$ cat config.mk
export PLATFORM = sky130hd
export DESIGN_NAME = axi_txn_limiter_isolate
export DESIGN_NICKNAME = d
export VERILOG_FILES = /design/src/rtl/axi_txn_limiter_isolate.sv
export SDC_FILE = /design/constraint.sdc
export NUM_CORES = 1
export LEC_CHECK = 0
export ABC_AREA = 1
export BUFFER_PORTS_ARGS = -buffer_cell sky130_fd_sc_hd__clkbuf_2
export CORE_AREA = 2 2 144 146
export DETAILED_ROUTE_END_ITERATION = 10
export DIE_AREA = 0 0 146 148
export MAX_ROUTING_LAYER = met4
export SLEW_MARGIN = 20
export SYNTH_ARGS = -nofsm -noshare
export SYNTH_HDL_FRONTEND = slang
export SYNTH_SLANG_ARGS = --single-unit
export TNS_END_PERCENT = 1
$ cat constraint.sdc
create_clock -name clk_i -period 2.6 [get_ports clk_i]
set_clock_uncertainty 0.1 [all_clocks]
set_input_delay 0.52 -clock clk_i [delete_from_list [all_inputs] [get_ports clk_i]]
set_output_delay 0.52 -clock clk_i [all_outputs]
set_load 0.02 [all_outputs]
$ cat src/rtl/axi_txn_limiter_isolate.sv
// axi_txn_limiter_isolate: AXI4 outstanding-transaction limiter with drain-then-isolate gate
// Ports: clk_i/rst_ni clock and async active-low reset; slv_req_i/slv_resp_o upstream
// master side; mst_req_o/mst_resp_i downstream side; isolate_i drain request;
// isolated_o drained and blocked; rd_cnt_o/wr_cnt_o outstanding read/write counts.
package axi_txn_limiter_isolate_pkg;
  typedef struct packed {
    logic [3:0]  id;
    logic [31:0] addr;
    logic [7:0]  len;
  } ax_t;
  typedef struct packed {
    logic [31:0] data;
    logic [3:0]  strb;
    logic        last;
  } w_t;
  typedef struct packed {
    logic [3:0] id;
    logic [1:0] resp;
  } b_t;
  typedef struct packed {
    logic [3:0]  id;
    logic [31:0] data;
    logic [1:0]  resp;
    logic        last;
  } r_t;
  typedef struct packed {
    ax_t  aw;
    logic aw_valid;
    w_t   w;
    logic w_valid;
    logic b_ready;
    ax_t  ar;
    logic ar_valid;
    logic r_ready;
  } req_t;
  typedef struct packed {
    logic aw_ready;
    logic ar_ready;
    logic w_ready;
    b_t   b;
    logic b_valid;
    r_t   r;
    logic r_valid;
  } resp_t;
endpackage

module axi_txn_limiter_isolate #(
  parameter int unsigned MaxRdTxn = 2,
  parameter int unsigned MaxWrTxn = 2,
  parameter int unsigned MaxWPend = MaxWrTxn,
  parameter type axi_req_t = axi_txn_limiter_isolate_pkg::req_t,
  parameter type axi_resp_t = axi_txn_limiter_isolate_pkg::resp_t,
  localparam int unsigned RW = $clog2(MaxRdTxn + 1),
  localparam int unsigned WW = $clog2(MaxWrTxn + 1),
  localparam int unsigned PW = $clog2(MaxWPend + 1)
) (
  input  logic          clk_i,
  input  logic          rst_ni,
  input  axi_req_t      slv_req_i,
  output axi_resp_t     slv_resp_o,
  output axi_req_t      mst_req_o,
  input  axi_resp_t     mst_resp_i,
  input  logic          isolate_i,
  output logic          isolated_o,
  output logic [RW-1:0] rd_cnt_o,
  output logic [WW-1:0] wr_cnt_o
);
  typedef enum logic [1:0] {RUN, DRAIN, ISOLATED} state_e;
  state_e state, state_nxt;
  logic [RW-1:0] rd_cnt;
  logic [WW-1:0] wr_cnt;
  logic [PW-1:0] w_pend;
  logic aw_hold, ar_hold, aw_ok, ar_ok, w_ok, aw_hs, ar_hs, w_last_hs, b_hs, r_last_hs, idle;
  // a hold keeps an already-offered address forwarded until it handshakes
  assign aw_ok = (state == RUN && wr_cnt < WW'(MaxWrTxn) && w_pend < PW'(MaxWPend)) || aw_hold;
  assign ar_ok = (state == RUN && rd_cnt < RW'(MaxRdTxn)) || ar_hold;
  assign aw_hs = slv_req_i.aw_valid & aw_ok & mst_resp_i.aw_ready;
  assign ar_hs = slv_req_i.ar_valid & ar_ok & mst_resp_i.ar_ready;
  // W waits for its AW; a same-cycle AW handshake is enough
  assign w_ok = w_pend != '0 || aw_hs;
  assign w_last_hs = slv_req_i.w_valid & w_ok & mst_resp_i.w_ready & slv_req_i.w.last;
  assign b_hs = mst_resp_i.b_valid & slv_req_i.b_ready;
  assign r_last_hs = mst_resp_i.r_valid & slv_req_i.r_ready & mst_resp_i.r.last;
  assign idle = rd_cnt == '0 && wr_cnt == '0 && w_pend == '0 && !aw_hold && !ar_hold;
  assign rd_cnt_o = rd_cnt;
  assign wr_cnt_o = wr_cnt;
  always_comb begin
    mst_req_o = slv_req_i;
    mst_req_o.aw_valid = slv_req_i.aw_valid & aw_ok;
    mst_req_o.ar_valid = slv_req_i.ar_valid & ar_ok;
    mst_req_o.w_valid = slv_req_i.w_valid & w_ok;
    slv_resp_o = mst_resp_i;
    slv_resp_o.aw_ready = mst_resp_i.aw_ready & aw_ok;
    slv_resp_o.ar_ready = mst_resp_i.ar_ready & ar_ok;
    slv_resp_o.w_ready = mst_resp_i.w_ready & w_ok;
  end
  always_ff @(posedge clk_i or negedge rst_ni)
    if (!rst_ni) state <= RUN;
    else state <= state_nxt;
  always_comb
    state_nxt = !isolate_i ? RUN : state == RUN ? DRAIN : (state == DRAIN && !idle) ? DRAIN : ISOLATED;
  always_comb isolated_o = state == ISOLATED;
  // a stray B/R-last at count 0 saturates instead of wrapping
  always_ff @(posedge clk_i or negedge rst_ni)
    if (!rst_ni) begin
      rd_cnt <= '0;
      wr_cnt <= '0;
      w_pend <= '0;
      aw_hold <= 1'b0;
      ar_hold <= 1'b0;
    end else begin
      rd_cnt <= rd_cnt + RW'(ar_hs) - RW'(r_last_hs && (rd_cnt != '0 || ar_hs));
      wr_cnt <= wr_cnt + WW'(aw_hs) - WW'(b_hs && (wr_cnt != '0 || aw_hs));
      w_pend <= w_pend + PW'(aw_hs) - PW'(w_last_hs);
      aw_hold <= mst_req_o.aw_valid & ~mst_resp_i.aw_ready;
      ar_hold <= mst_req_o.ar_valid & ~mst_resp_i.ar_ready;
    end
  assert property (@(posedge clk_i) disable iff (!rst_ni) !(b_hs && wr_cnt == '0 && !aw_hs));
  assert property (@(posedge clk_i) disable iff (!rst_ni) !(r_last_hs && rd_cnt == '0 && !ar_hs));
endmodule

==> metrics.yaml, run 1 <==
status: "stopped before the end"
lastStage: "5_2_route"
error: "[ERROR DRT-0255] Maze Route cannot find path of net mst_resp_i[15] in worker of routeBox ( 96600 0 ) ( 146000 48300 )."
grt_pass1_vias: 982
die_h_um: 148
synth_area_leaders: "buf_4 (69%), dfrtp_1 (13%), ha_1 (4.0%), xnor2_1 (2.3%), inv_1 (2.2%)"
ys_warn_count: 0
finalWeightedCongestion: 0.571
ctsResizeCount: 0
port_buffers: 31
initial_core_util_pct: 9.47
cts_htree_levels: 1
synth_cells: 240
seq_area_frac_synth_pct: 13.2
grt_max_degree: 11
synth_top_cell_by_area: "buf_4"
post_cts_buffers: 0
grt_pass1_wl_mm: 7.02
overflow: 0
cts_root_buffer: "clkbuf_16"
synth-seq-cells: 10
hold_buffers: 0
grt_usage_pct: 5.06
dp_hpwl_mm: 4.76
antenna_found_initial: 0
synth_cell_types: 17
die_x_um: 146
cts_buffers: 3
ios: 368
synth_top_area_share_pct: 68.9
core.rowCount: 52
clock_sinks: 10
synthesis.area_sq_um: 1900
synth_fp_nets: 429
avgSynthCellArea_sq_um: 7.90
cts_buffer_depth: 2
stage by stage:
step / instances / utilization (%) / worst slack (ns) / cell area, sq um
after global routing: 370 / 5.78 / 0.295 / 1160
after CTS: 370 / 5.78 / 0.401 / 1160
after floorplan: 240 / - / 0.609 / 1900
after detailed placement: 367 / 5.41 / 0.541 / 1080
after global placement: 367 / 5.41 / 0.544 / 1080
synth_stat cells (all sizes together):
library cell / n
inv: 11
dfrtp: 10
xor2: 1
a21oi: 3
nand4: 1
xnor2: 5
nor2: 11
a21boi: 3
ha: 6
nand2: 13
buf: 174
nand3: 2
cells by family after synthesis:
kind of cell    Yosys count  synth area share (%)
fa+ha+maj                 6                  3.96
xor+xnor                  6                  2.77
compound gates            6                  2.37
flops                    10                  13.2
buf+inv                 185                  71.0
simple gates             27                  6.66
routing by layer:
metal / global-route usage, %
met2: 6.06
met5: -
met1: 2.82
met3: 5.80
met4: 7.67
==> run 2: changes to the inputs <==
--- a/config.mk
+++ b/config.mk
@@ -10,7 +10,7 @@
 export CORE_AREA = 2 2 144 146
 export DETAILED_ROUTE_END_ITERATION = 10
 export DIE_AREA = 0 0 146 148
-export MAX_ROUTING_LAYER = met4
+export PLACE_DENSITY_LB_ADDON = 0.15
 export SLEW_MARGIN = 20
 export SYNTH_ARGS = -nofsm -noshare
 export SYNTH_HDL_FRONTEND = slang
==> run 2 against run 1 <==
The flow now finishes without violations; synthesized area unchanged; synthesized cell count unchanged; global-route usage decreased by 0.70 points.
==> metrics.yaml, run 2 <==
slowest_stage: "dfrtp_1"
synth_fp_nets: 429  # unchanged
finalWeightedCongestion: 0.609  # +6.6%
antenna_found_initial: 0  # unchanged
cts_tree: "done"
cts_buffer_depth: 2  # unchanged
route.met3.wl_mm: 1.05
avgSynthCellArea_sq_um: 7.90  # unchanged
drive_above_1_share_pct: 40.0
max_stage_delay_ns: 0.39
cts_root_buffer: "clkbuf_16"
p_leak_uw: 0.000490
finalSetupViolations: 0
fin_crit_sh_pct: 78.8
dieArea_sq_um: 21600
port_buffers: 31  # unchanged
synth_area_leaders: "buf_4 (69%), dfrtp_1 (13%), ha_1 (4.0%), xnor2_1 (2.3%), inv_1 (2.2%)"
finalHoldViolCount: 0
crit_arrival_ns: 1.43
final_nets: 291
synthesis.area_sq_um: 1900  # unchanged
critical_path_buf_inv_count: 1
pwr_density_cell_nw_per_um2: 772
max_freq_mhz: 488
initial_core_util_pct: 9.47  # unchanged
worstSetupPathType: "reg2out"
cts_htree_levels: 1  # unchanged
status: "completed"
worstSetupEndpointType: "output port"
clock_latency_ns: 0.23
wl_met1_mm: 1.01
ff_latch_area_sq_um: 250
vdd_drop_max_mv: 0.211
drtIter0Drc: 7
ctsResizeCount: 0  # unchanged
synthFlopType: "dfrtp_1"
hold_class: "in2async"
dr.max_layer_used: "met4"
ys_async_sr_fraction_pct: 100  # unchanged
wl_mm: 5.09
synth_cells: 240  # unchanged
die_x_um: 146  # unchanged
seq_area_frac_synth_pct: 13.2  # unchanged
cts_buffers: 3  # unchanged
first_pass_iters: 2
synth-edff-count: 0  # unchanged
vias: 748
drv_cap: 0
setup_tns_ns: 0
r2r_slack_ns: 0.70
rsz0062_at_grt: "no"
slew-limit-headroom_pct: 80.2
ys_warn_count: 0  # unchanged
reg2reg_depth: 10
synth_top_area_share_pct: 68.9  # unchanged
crit_family: "simple AND/OR/NAND/NOR gates"
multi_input_area_sq_um: 299
ant_nets: 0
placed_area_sq_um: 1080  # unchanged
clock_sinks: 10  # unchanged
overflow: 0  # unchanged
reg2reg_to: "rd_cnt_o[1]$_DFF_PN0_"
synth.top_cells.by_count: "buf_4 (174), inv_1 (11), nand2_1 (11)"
pre_cts_ws_ns: 0.680  # +0.138 ns
grt_max_degree: 11  # unchanged
fin_ws_ns: 0.551
core_sq_um: 20000
critPathRequiredTime_ns: 1.98
post_cts_buffers: 0  # unchanged
die_h_um: 148  # unchanged
hold_buffers: 0  # unchanged
maxSlewViolCount: 0
yosysMostFrequentCell: "buf_4"
cp_max_fo: 5
viasPerCell: 2.02
start_kind: "register"
drc: 0
layout_common_cells: "clkbuf_2 (31), nand2_1 (11), inv_1 (11), nor2_1 (10), dfrtp_1 (10)"
synth-seq-cells: 10  # unchanged
ios: 368  # unchanged
final.min_clock_period_ns: 2.05
crit_chain: "nor2_2 > nand2_1 > nand2_2 > nand3_4 > a21boi_0 > clkbuf_2"
wl_met2_mm: 2.52
clk_pin_slew_ns: 0.04
layout_commonest_cell: "clkbuf_2"
fillCellCount: 2426
area_growth_pct: -38.9
tightest_slew_ns: 0.297
synth_top_cell_by_area: "buf_4"
wl_per_cell_um: 13.8
dp_hpwl_mm: 4.60  # -3.5%
core.rowCount: 52  # unchanged
grt_pass1_wl_mm: 6.68  # -4.8%
r2r-start: "state[0]$_DFF_PN0_"
antenna_cells: 0
fin_area_sq_um: 1160
synth_cell_types: 17  # unchanged
grt_pass1_vias: 818  # -17%
grt_usage_pct: 4.36  # -0.70 points
[run 2: cell counts after synthesis]
No cell type changed its count.
[run 2: metrics by stage]
step,std cells,power (uW),utilization (%),hold WS [ns]
finish,370,895,5.78,0.0623
global placement,367,645,5.41,0.337
global route,370,976,5.78,0.0842
detailed placement,367,639,5.41,0.329
floorplan,240,879,-,0.124
CTS,370,925,5.78,0.0752
[run 2: cells by family (layout without fill, tap and decap cells)]
family                   Yosys count  in the layout  share of synthesized area, %
buffers and inverters            185             45                          71.0
flip-flops                        10             10                          13.2
XOR/XNOR                           6              6                          2.77
AND/OR/NAND/NOR                   27             27                          6.66
adder cells (fa/ha/maj)            6              6                          3.96
AO/OA/AOI/OAI                      6              6                          2.37
[run 2: metal layers]
layer / GRT usage, % / vias up
met5: 0 / -
met4: 4.42 / 0
met3: 3.64 / 56
met2: 7.69 / 114
met1: 2.48 / 299
li1: - / 279
[run 2: final cells by class]
type / count / area share (%)
Clock buffer: 3 / 6.48
Inverter: 11 / 3.56
Multi-Input combinational cell: 45 / 25.8
Sequential cell: 10 / 21.6
Tap cell: 270 / 29.2
Timing Repair Buffer: 31 / 13.4
[run 2: worst max path at each step]
stage	endpoint	cells after the start	startpoint
floorplan	rd_cnt_o[1]$_DFF_PN0_	10	rd_cnt_o[1]$_DFF_PN0_
global placement	rd_cnt_o[1]$_DFF_PN0_	10	state[0]$_DFF_PN0_
detailed placement	rd_cnt_o[1]$_DFF_PN0_	9	mst_resp_i[48]
CTS	mst_req_o[47]	6	state[0]$_DFF_PN0_
global route	mst_req_o[47]	6	state[0]$_DFF_PN0_
finish	mst_req_o[47]	6	state[0]$_DFF_PN0_
[run 2: where the power goes]
part / internal, uW / leakage, uW / switching [uW]
registers: 213 / 0.000123 / 50.4
logic: 132 / 0.000330 / 228
clock network: 200 / 0.0000370 / 72.0
(Power assumes the default switching activity.)
